File: src/rtl/lsu.sv
// lsu: load/store unit sitting after the ALU.
// Takes the ALU result as the effective address and performs one data-memory
// access per memory instruction over a req/gnt/rvalid bus. Stores are lane
// replicated with byte enables; loads are shifted and sign/zero-extended.
// The core is stalled until the access completes, then done pulses once.
//
// Ports:
//   clk, rst_n           clock, asynchronous active-low reset
//   req_valid            current instruction is a load/store
//   is_store             1=store, 0=load
//   funct3               RV32I width/sign (B, H, W, BU, HU)
//   addr, store_data     effective address and rs2 value
//   load_data            extended load result, valid with done
//   done, fault          one-cycle completion pulse, fault flag with done
//   stall                core holds PC and inputs while high
//   mem_req/mem_we       bus request and write enable
//   mem_addr             word-aligned bus address
//   mem_wdata/mem_be     lane-replicated write data, byte enables
//   mem_gnt              request accepted this cycle
//   mem_rvalid/mem_rdata read data return
module lsu #(
  parameter int unsigned XLEN = 32
) (
  input  logic            clk,
  input  logic            rst_n,
  input  logic            req_valid,
  input  logic            is_store,
  input  logic [2:0]      funct3,
  input  logic [XLEN-1:0] addr,
  input  logic [XLEN-1:0] store_data,
  output logic [XLEN-1:0] load_data,
  output logic            done,
  output logic            stall,
  output logic            fault,
  output logic            mem_req,
  output logic            mem_we,
  output logic [XLEN-1:0] mem_addr,
  output logic [XLEN-1:0] mem_wdata,
  output logic [3:0]      mem_be,
  input  logic            mem_gnt,
  input  logic            mem_rvalid,
  input  logic [XLEN-1:0] mem_rdata
);

  typedef enum logic [1:0] {
    ST_IDLE,
    ST_REQ,
    ST_WAIT,
    ST_DONE
  } state_t;

  state_t state, state_next;

  logic [1:0]      addr_lo;
  logic [2:0]      funct3_q;
  logic            fault_q;

  logic            bad_funct3;
  logic            misaligned;
  logic            illegal;
  logic [3:0]      be_calc;
  logic [XLEN-1:0] wdata_calc;
  logic [XLEN-1:0] shifted;
  logic [XLEN-1:0] ext;

  // Legality check on the incoming request
  always_comb begin
    bad_funct3 = is_store ? (funct3 > 3'b010)
                          : (funct3 == 3'b011 || funct3[2:1] == 2'b11);
    misaligned = (funct3[1:0] == 2'b01 && addr[0]) ||
                 (funct3 == 3'b010 && addr[1:0] != 2'b00);
    illegal    = bad_funct3 | misaligned;
  end

  // Byte enables and lane-replicated write data for the incoming request
  always_comb begin
    be_calc    = 4'b1111;
    wdata_calc = store_data;
    if (is_store) begin
      case (funct3[1:0])
        2'b00: begin
          be_calc    = 4'b0001 << addr[1:0];
          wdata_calc = {4{store_data[7:0]}};
        end
        2'b01: begin
          be_calc    = 4'b0011 << addr[1:0];
          wdata_calc = {2{store_data[15:0]}};
        end
        default: begin
          be_calc    = 4'b1111;
          wdata_calc = store_data;
        end
      endcase
    end
  end

  // Load alignment and extension from the registered access attributes
  always_comb begin
    shifted = mem_rdata >> {addr_lo, 3'b000};
    case (funct3_q)
      3'b000:  ext = {{(XLEN-8){shifted[7]}}, shifted[7:0]};
      3'b001:  ext = {{(XLEN-16){shifted[15]}}, shifted[15:0]};
      3'b100:  ext = {{(XLEN-8){1'b0}}, shifted[7:0]};
      3'b101:  ext = {{(XLEN-16){1'b0}}, shifted[15:0]};
      default: ext = shifted;
    endcase
  end

  always_ff @(posedge clk or negedge rst_n) begin
    if (!rst_n) state <= ST_IDLE;
    else        state <= state_next;
  end

  always_comb begin
    state_next = state;
    stall      = 1'b0;
    done       = 1'b0;
    fault      = 1'b0;
    mem_req    = 1'b0;
    case (state)
      ST_IDLE: begin
        if (req_valid) begin
          stall      = 1'b1;
          state_next = illegal ? ST_DONE : ST_REQ;
        end
      end
      ST_REQ: begin
        stall   = 1'b1;
        mem_req = 1'b1;
        if (mem_gnt) state_next = mem_we ? ST_DONE : ST_WAIT;
      end
      ST_WAIT: begin
        stall = 1'b1;
        if (mem_rvalid) state_next = ST_DONE;
      end
      ST_DONE: begin
        done       = 1'b1;
        fault      = fault_q;
        state_next = ST_IDLE;
      end
      default: state_next = ST_IDLE;
    endcase
  end

  // Bus attributes are captured at acceptance so they stay stable in REQ
  // regardless of what the core drives afterwards.
  always_ff @(posedge clk or negedge rst_n) begin
    if (!rst_n) begin
      addr_lo   <= '0;
      funct3_q  <= '0;
      fault_q   <= 1'b0;
      load_data <= '0;
      mem_we    <= 1'b0;
      mem_addr  <= '0;
      mem_wdata <= '0;
      mem_be    <= '0;
    end else begin
      case (state)
        ST_IDLE: begin
          if (req_valid) begin
            addr_lo  <= addr[1:0];
            funct3_q <= funct3;
            fault_q  <= illegal;
            if (illegal) begin
              load_data <= '0;
            end else begin
              mem_we    <= is_store;
              mem_addr  <= {addr[XLEN-1:2], 2'b00};
              mem_be    <= be_calc;
              mem_wdata <= wdata_calc;
            end
          end
        end
        ST_REQ: begin
          if (mem_gnt && mem_we) load_data <= '0;
        end
        ST_WAIT: begin
          if (mem_rvalid) load_data <= ext;
        end
        default: ;
      endcase
    end
  end

endmodule

File: config.mk
export PLATFORM = sky130hd
export DESIGN_NAME = lsu
export DESIGN_NICKNAME = d
export VERILOG_FILES = /design/src/rtl/lsu.sv
export SDC_FILE = /design/constraint.sdc
export NUM_CORES = 1
export LEC_CHECK = 0
export CORE_UTILIZATION = 27
export DETAILED_ROUTE_END_ITERATION = 8
export GPL_ROUTABILITY_DRIVEN = 0
export PLACE_DENSITY = 0.65
export SLEW_MARGIN = 20
export SYNTH_ARGS = -nofsm -noshare
export SYNTH_HDL_FRONTEND = slang
export SYNTH_SLANG_ARGS = --single-unit
File: constraint.sdc
create_clock -name clk -period 3 [get_ports clk]
set_input_delay 0.75 -clock clk [delete_from_list [all_inputs] [get_ports clk]]
set_output_delay 0.75 -clock clk [all_outputs]
set_load 0.02 [all_outputs]
== Yosys cells after proc, flatten, opt, wreduce, memory -nomap -nowiden ==
Index checks and enable logic that the tools add are counted.
Widths: inputs -> output; s select.
Word-level totals
  register bits: 107
  input port bits: 105
  word-level logic and storage cells: 67
Operators by class
  magnitude comparators: 1
  eq/ne operators: 15
  shifts and indexed selects: 3
  muxes and demuxes: 22
  bitwise operators: 2
  reductions and logical operators: 15
Operator list (number)
  $mux 32: 5
  $pmux 32 s4: 1
  $pmux 32 s3: 1
  $pmux 32 s2: 1
  $shr 32x5->32: 1
  $ne 2x2->1 const B: 5
  $mux 2: 4
  $pmux 2 s4: 1
  $pmux 4 s2: 1
  $eq 2x2->1 const B: 3
  $eq 3x2->1 const B: 2
  $eq 3x3->1 const B: 2
  $mux 1: 6
  $reduce_and 3->1: 2
  $reduce_and 5->1: 1
  $eq 2x1->1 const B: 2
  $logic_not 2->1: 2
  $mux 4: 1
  $shl 1x2->4 const A: 1
  $shl 2x2->4 const A: 1
  $eq 3x1->1 const B: 1
  $gt 3x2->1 const B: 1
  $logic_and 1x1->1: 3
  $logic_not 3->1: 1
  8 further kinds: 9

== Logic depth before layout (Yosys ltp) ==
Gate-level depths: netlist (run 1).
  word-level depth: 7
  gate-level depth with buffers: 9
  depth with buffers taken out: 6

== Worst setup path before layout (run 1) ==
Ideal clock, no wire load.
  kind: in2reg
  start point: input port funct3[0]
  end point: register mem_addr[12]
  library setup time: 0.125 ns
  arrival time: 2.030 ns
  required time: 2.875 ns
  path slack: 0.845 ns
  cell stages on the path: 6
  path through: buf_2 nor4_4 o21bai_1 buf_2 buf_2 mux2_2
On the way
  cells in the longest elaborated chain, start to end: 6
  elaborated cells between the ends (all ways): 12
  classes of those cells: order compare (1); eq/ne (3); mux (1); bitwise (2); reduce/logical (5)
Ends and longest elaborated chain
  start, declared: line 28  | input logic [2:0] funct3,
  branches (longest 3 deep; another with $gt 3x2->1)
  $or 1x1->1 *: line 72  | illegal = bad_funct3 | misaligned;
  $not 1->1 (no line) *
  $reduce_and 3->1 (no line) *
  end signal, assigned: line 168  | mem_addr <= {addr[XLEN-1:2], 2'b00};
  end, declared: line 37  | output logic [XLEN-1:0] mem_addr,
Every way passes the cells marked *.
A chain may end at the register's enable or synchronous reset.

== Worst setup path in the final report (run 1) ==
  start point: register state[0]
  end point: output port stall
On the way
  cells in the longest elaborated chain, start to end: 3
  elaborated cells between the ends (all ways): 5
  classes of those cells: eq/ne (2); mux (1); reduce/logical (2)
Ends and longest elaborated chain
  start, declared: line 52  | state_t state, state_next;
  start signal, assigned: line 111  | else state <= state_next;
  $eq 2x2->1 or $eq 2x1->1 (tied branches): line 120  | case (state)
  $reduce_or 2->1 (no line)
  $pmux 1 s2 *: line 120
  end, declared: line 33  | output logic stall,
Mark *: on every way between the ends. The rest lies on a longest branch, timed or not.

==> reports/qor.csv, run 1 <==
metric,value,unit
tightest_slew,0.571,ns
yosysWarnings,0,
whs,0.355,ns
cap_violations,0,
synth_ff_type,dfrtp_1,
area_delta_synth_final,52.4,%
pwr-share-clk,15.3,%
synthesis.instances,472,
antenna_cells,0,
nets,783,
cts-htree-levels,3,
synth-edff-count,0,
finalSetupTns,0,ns
yosys_register_bits,107,
worst_slack,0.203,ns
ios,210,
rows,50,
grt_pass1_vias,4415,
final_antenna_net_count,0,
drive_above_1_share,13.9,%
synth.avg_cell_area,11.1,um2
cts_tree,done,
final-setup-viol-count,0,
async_flop_share,100,%
yosysSeqAreaShare,51.3,%
seqPwrFrac,30.6,%
worstSetupPathType,flop to output pin,
wl,15600,um
cts_resized,0,
maxSlewHeadroom,61.9,%
fin_total_pwr,8300,uW
clk_pin_slew,0.08,ns
power_density,1040,mW/mm2
wl_per_cell,16.7,um
grt_max_degree,51,
pwr-share-comb,54.1,%
fmax,358,MHz
grt_pass1_wl,24700,um
status,completed,
critPathMaxFanout,5,
cts_buffers,9,
hp-class,input port to asynchronous set/reset pin,
chipHeight,141,um
clock-root-buffer,clkbuf_16,
antenna_found_initial,0,
grt-ovfl-total,0,
vias,4409,
reg2reg_slack,0.60,ns
clock_latency,0.36,ns
yosysMostFrequentCell,dfrtp_1,
peakVddDrop,426,uV
rsz0062_at_grt,no,
viasPerCell,4.70,
nFillCells,1840,
start_util,27.7,%
critPathArrivalTime,2.05,ns
drc_errors,0,
ff2ff_path_depth,6,
p_sw_share,40.2,%
cp_data_required_time,2.25,ns
dpl.hpwl,11600,um
track_usage,16.2,%
drt_iter0_drc,196,
die_width,141,um
ctsHoldBuffers,0,
startpoint_type,flop,
switchingPower,3330,uW
synth.cell_area,0.00522,mm2
power.leakage,0.00335,uW
yosysTopAreaCellShare,51.3,%
post-place-ws,0.220,ns
yosysTopAreaCell,dfrtp_1,
synth_area_leaders,"dfrtp_1 51%, mux2_2 11%, mux2i_1 9.8%",
io_buffers,207,
critPathCaptureType,output pin,
synthTopCellsByCount,"107 x dfrtp_1, 56 x nand2_1, 52 x mux2_2, 51 x mux2i_1, 32 x a31oi_1",
final.period_utilization,93.2,%
fin_skew,0.00775,ns
cts_setup_buffers,0,
ys_types,39,
drv_slew,0,
die_area,0.0199,mm2
internal-power,4970,uW
final_hold_viol_count,0,
cts.sinks,107,
coreArea,0.0188,mm2
drt_first_pass_iters,4,
cts_buffer_depth,2,
period_needed,2.80,ns
[worst max-delay path, cell delays in order, from the launching register on]
cell	delay (ns)
dfrtp_1	0.41
inv_1	0.14
ha_1	0.33
a21oi_1	0.10
nor2_1	0.10
clkdlybuf4s50_1	0.60
[final timing paths]
| check | startpoint | to |
|---|---|---|
| max | state[0] | stall |
| max reg2reg | state[0] | load_data[30] |
| min in group clk | mem_wdata[22] | mem_wdata[22] |
| max in group asynchronous | rst_n | load_data[6] |
| min | rst_n | load_data[11] |
| min reg2reg | mem_wdata[22] | mem_wdata[22] |
[cells by family after synthesis]
family                   Yosys count  share of synthesized area (%)
AO/OA/AOI/OAI                    116                           14.4
XOR/XNOR                           1                          0.168
adder cells (fa/ha/maj)            5                           1.20
buffers and inverters             54                           4.41
flip-flops                       107                           51.3
multiplexers                     104                           21.4
other                              1                         0.0718
AND/OR/NAND/NOR                   84                           7.00
[power groups by stage]
stage | combinational [uW] | sequential [uW] | clock [uW]
6_report | 4490 | 2540 | 1270
5_1_grt | 4810 | 2630 | 1360
4_1_cts | 4530 | 2540 | 1310
3_5_place_dp | 4520 | 2560 | 0
3_3_place_gp | 4470 | 2550 | 0
2_1_floorplan | 1780 | 3240 | 0
[state kept, by name (all words and copies together), names as in the netlist]
name and cells:
mem_addr 30, state 2, load_data 32, fault_q 1
funct3_q 3, mem_wdata 32, addr_lo 2, mem_be 4
mem_we 1
[cell usage in the layout (no fill, tap or decap), types with 2 or more instances in the layout]
cell type        count
mux2_2              52
buf_4               17
o211ai_1             7
o2bb2ai_1           15
o21ai_0             30
nor2_1              17
dfrtp_1            107
clkdlybuf4s50_1    206
mux2i_1             51
ha_1                 5
a21oi_1             21
clkbuf_16            9
conb_1               2
nand2_1             56
a21o_1               2
a31oi_1             32
nor2b_1              2
inv_1               17
buf_12               3
[area by class of cell]
cell class,instances,area [um2],share of cell area [%]
clock buffer,10,229,2.88
clock inverter,6,82.6,1.04
inverter,17,63.8,0.802
multi-input combinational,312,2330,29.3
sequential,107,2680,33.7
tap,260,325,4.09
timing repair buffer,226,2250,28.3
[layer usage]
| metal | vias to the layer above | track usage [%] | routed length, um |
|---|---|---|---|
| li1 | 2089 | - | - |
| met1 | 2090 | 20.5 | 6740 |
| met2 | 210 | 25.4 | 7110 |
| met3 | 20 | 5.37 | 1460 |
| met4 | 0 | 6.29 | 298 |
| met5 | - | 0 | 0 |
[through the flow]
step | utilization (%) | cell area, um2 | std cells
after global placement | 40.6 | 7640 | 922
after detailed placement | 40.6 | 7640 | 922
final | 42.2 | 7960 | 938
after global routing | 42.2 | 7960 | 938
after CTS | 42.2 | 7960 | 938
after floorplan | - | 5220 | 473
Power figures use the tool's default switching activity.
==> run 2: changes to the inputs <==
--- a/config.mk
+++ b/config.mk
@@ -8,7 +8,8 @@
 export CORE_UTILIZATION = 27
 export DETAILED_ROUTE_END_ITERATION = 8
 export GPL_ROUTABILITY_DRIVEN = 0
-export PLACE_DENSITY = 0.65
+export PLACE_DENSITY = 0.67
+export SETUP_SLACK_MARGIN = 0.1
 export SLEW_MARGIN = 20
 export SYNTH_ARGS = -nofsm -noshare
 export SYNTH_HDL_FRONTEND = slang
==> constraint.sdc (replaced) <==
create_clock -name clk -period 2.27 [get_ports clk]
set_input_delay 0.5675 -clock clk [delete_from_list [all_inputs] [get_ports clk]]
set_output_delay 0.5675 -clock clk [all_outputs]
set_load 0.02 [all_outputs]
==> reports/qor.csv, run 2 (synthesis gave the netlist of run 1 again) <==
metric,value,unit
status,completed,
startpoint_type,flop,
antenna_cells,0,
start_util,27.7,%
maxSlewHeadroom,62.8,%
power_density,1360,mW/mm2
io_buffers,207,
period_needed,2.09,ns
final.period_utilization,92.1,%
top_regs,"load_data (32), mem_wdata (32), mem_addr (30)",
power.leakage,0.00351,uW
crit_slowest_cell,dfrtp_2,
cp-startpoint,state[1],
fin_skew,0.0141,ns
crit_chain,inv_2 > ha_1 > clkdlybuf4s15_1,
clock-root-buffer,clkbuf_16,
cts_buffers,9,
cts_buffer_depth,2,
nets,809,
critPathCaptureType,output pin,
vias,4454,
wl,16100,um
rows,50,
wl_met2,7360,um
cap_violations,0,
wl_per_cell,16.7,um
clock_latency,0.36,ns
fin_total_pwr,11200,uW
worstSetupPathType,flop to output pin,
cp_data_required_time,1.70,ns
fmax,478,MHz
tightest_slew,0.557,ns
antenna_found_initial,0,
final_hold_viol_count,0,
cts-htree-levels,3,
drt-met1-wl,7100,um
final-setup-viol-count,0,
drt_first_pass_iters,5,
cts.sinks,107,
grt_pass1_wl,25500,um
dpl.hpwl,12300,um
cts_tree,done,
coreArea,0.0188,mm2
chipHeight,141,um
grt-ovfl-total,0,
wl_met3,1490,um
die_area,0.0199,mm2
drive_above_1_share,18.0,%
ios,210,
fin_util,43.5,%
die_width,141,um
drt_iter0_drc,173,
clk_pin_slew,0.08,ns
hp-class,input port to asynchronous set/reset pin,
placed_area,0.00787,mm2
peakVddDrop,584,uV
final_cell_area,0.00820,mm2
layout_common_cells,"201 x clkdlybuf4s50_1, 106 x dfrtp_1, 56 x nand2_1, 52 x mux2_2, 51 x mux2i_1",
critPathArrivalTime,1.52,ns
routed.top_layer,met4,
drv_slew,0,
grt_pass1_vias,4659,
final_antenna_net_count,0,
drc_errors,0,
track_usage,16.6,%
viasPerCell,4.62,
critical-path-max-stage-delay,0.44,ns
area_delta_synth_final,57.1,%
rsz0062_at_grt,no,
worstReg2RegStart,state[0],
grt_max_degree,39,
layout_commonest_cell,clkdlybuf4s50_1,
critPathMaxFanout,5,
-- run 2: timing repair --
action,in CTS,in global routing
pin swaps,0,2
gates resized for setup,11,3
setup buffers,0,1
setup endpoints to repair,4,11
hold buffers,0,0
-- run 2: path summary, 6_finish.rpt --
check	end	slack [ns]	depth (start not counted)
min in group clk	mem_wdata[26]	0.48	2
worst min register to register	mem_wdata[26]	0.48	2
max in group asynchronous	mem_wdata[26]	1.50	2
worst min-delay path	load_data[20]	0.13	1
worst max-delay path	mem_req	0.18	3
worst max register to register	load_data[3]	0.25	8
-- run 2: critical path: cells and delay by family (launching register included) --
kind,cells,cell delay [ns]
fa+ha+maj,1,0.27
flops,1,0.44
buf+inv,2,0.45
-- run 2: routing by layer --
metal	vias up	track usage, %
met2	184	26.1
met1	2121	21.4
li1	2137	-
met5	-	0
met4	0	5.61
met3	12	5.47
-- run 2: power by group --
part	switching, uW	total, uW	internal, uW
registers	570	3380	2810
clock network	800	1710	907
logic	3080	6090	3010
-- run 2: per-stage QoR --
stage,setup WS (ns),hold slack [ns],setup TNS (ns),std cells
after floorplan,0.187,0.272,0,473
after global placement,-0.164,0.459,-9.38,947
after detailed placement,-0.209,0.470,-12.17,947
after CTS,0.123,0.135,0,963
after global routing,0.107,0.154,0,964
final,0.179,0.133,0,964
-- run 2: layout make-up --
cell class / instances / area, um2
inverters: 17 / 63.8
fillers: 1807 / 10600
multi-input cells: 312 / 2330
clock inverters: 6 / 80.1
repair buffers: 252 / 2480
well taps: 260 / 325
clock buffers: 10 / 239
flip-flops and latches: 107 / 2680
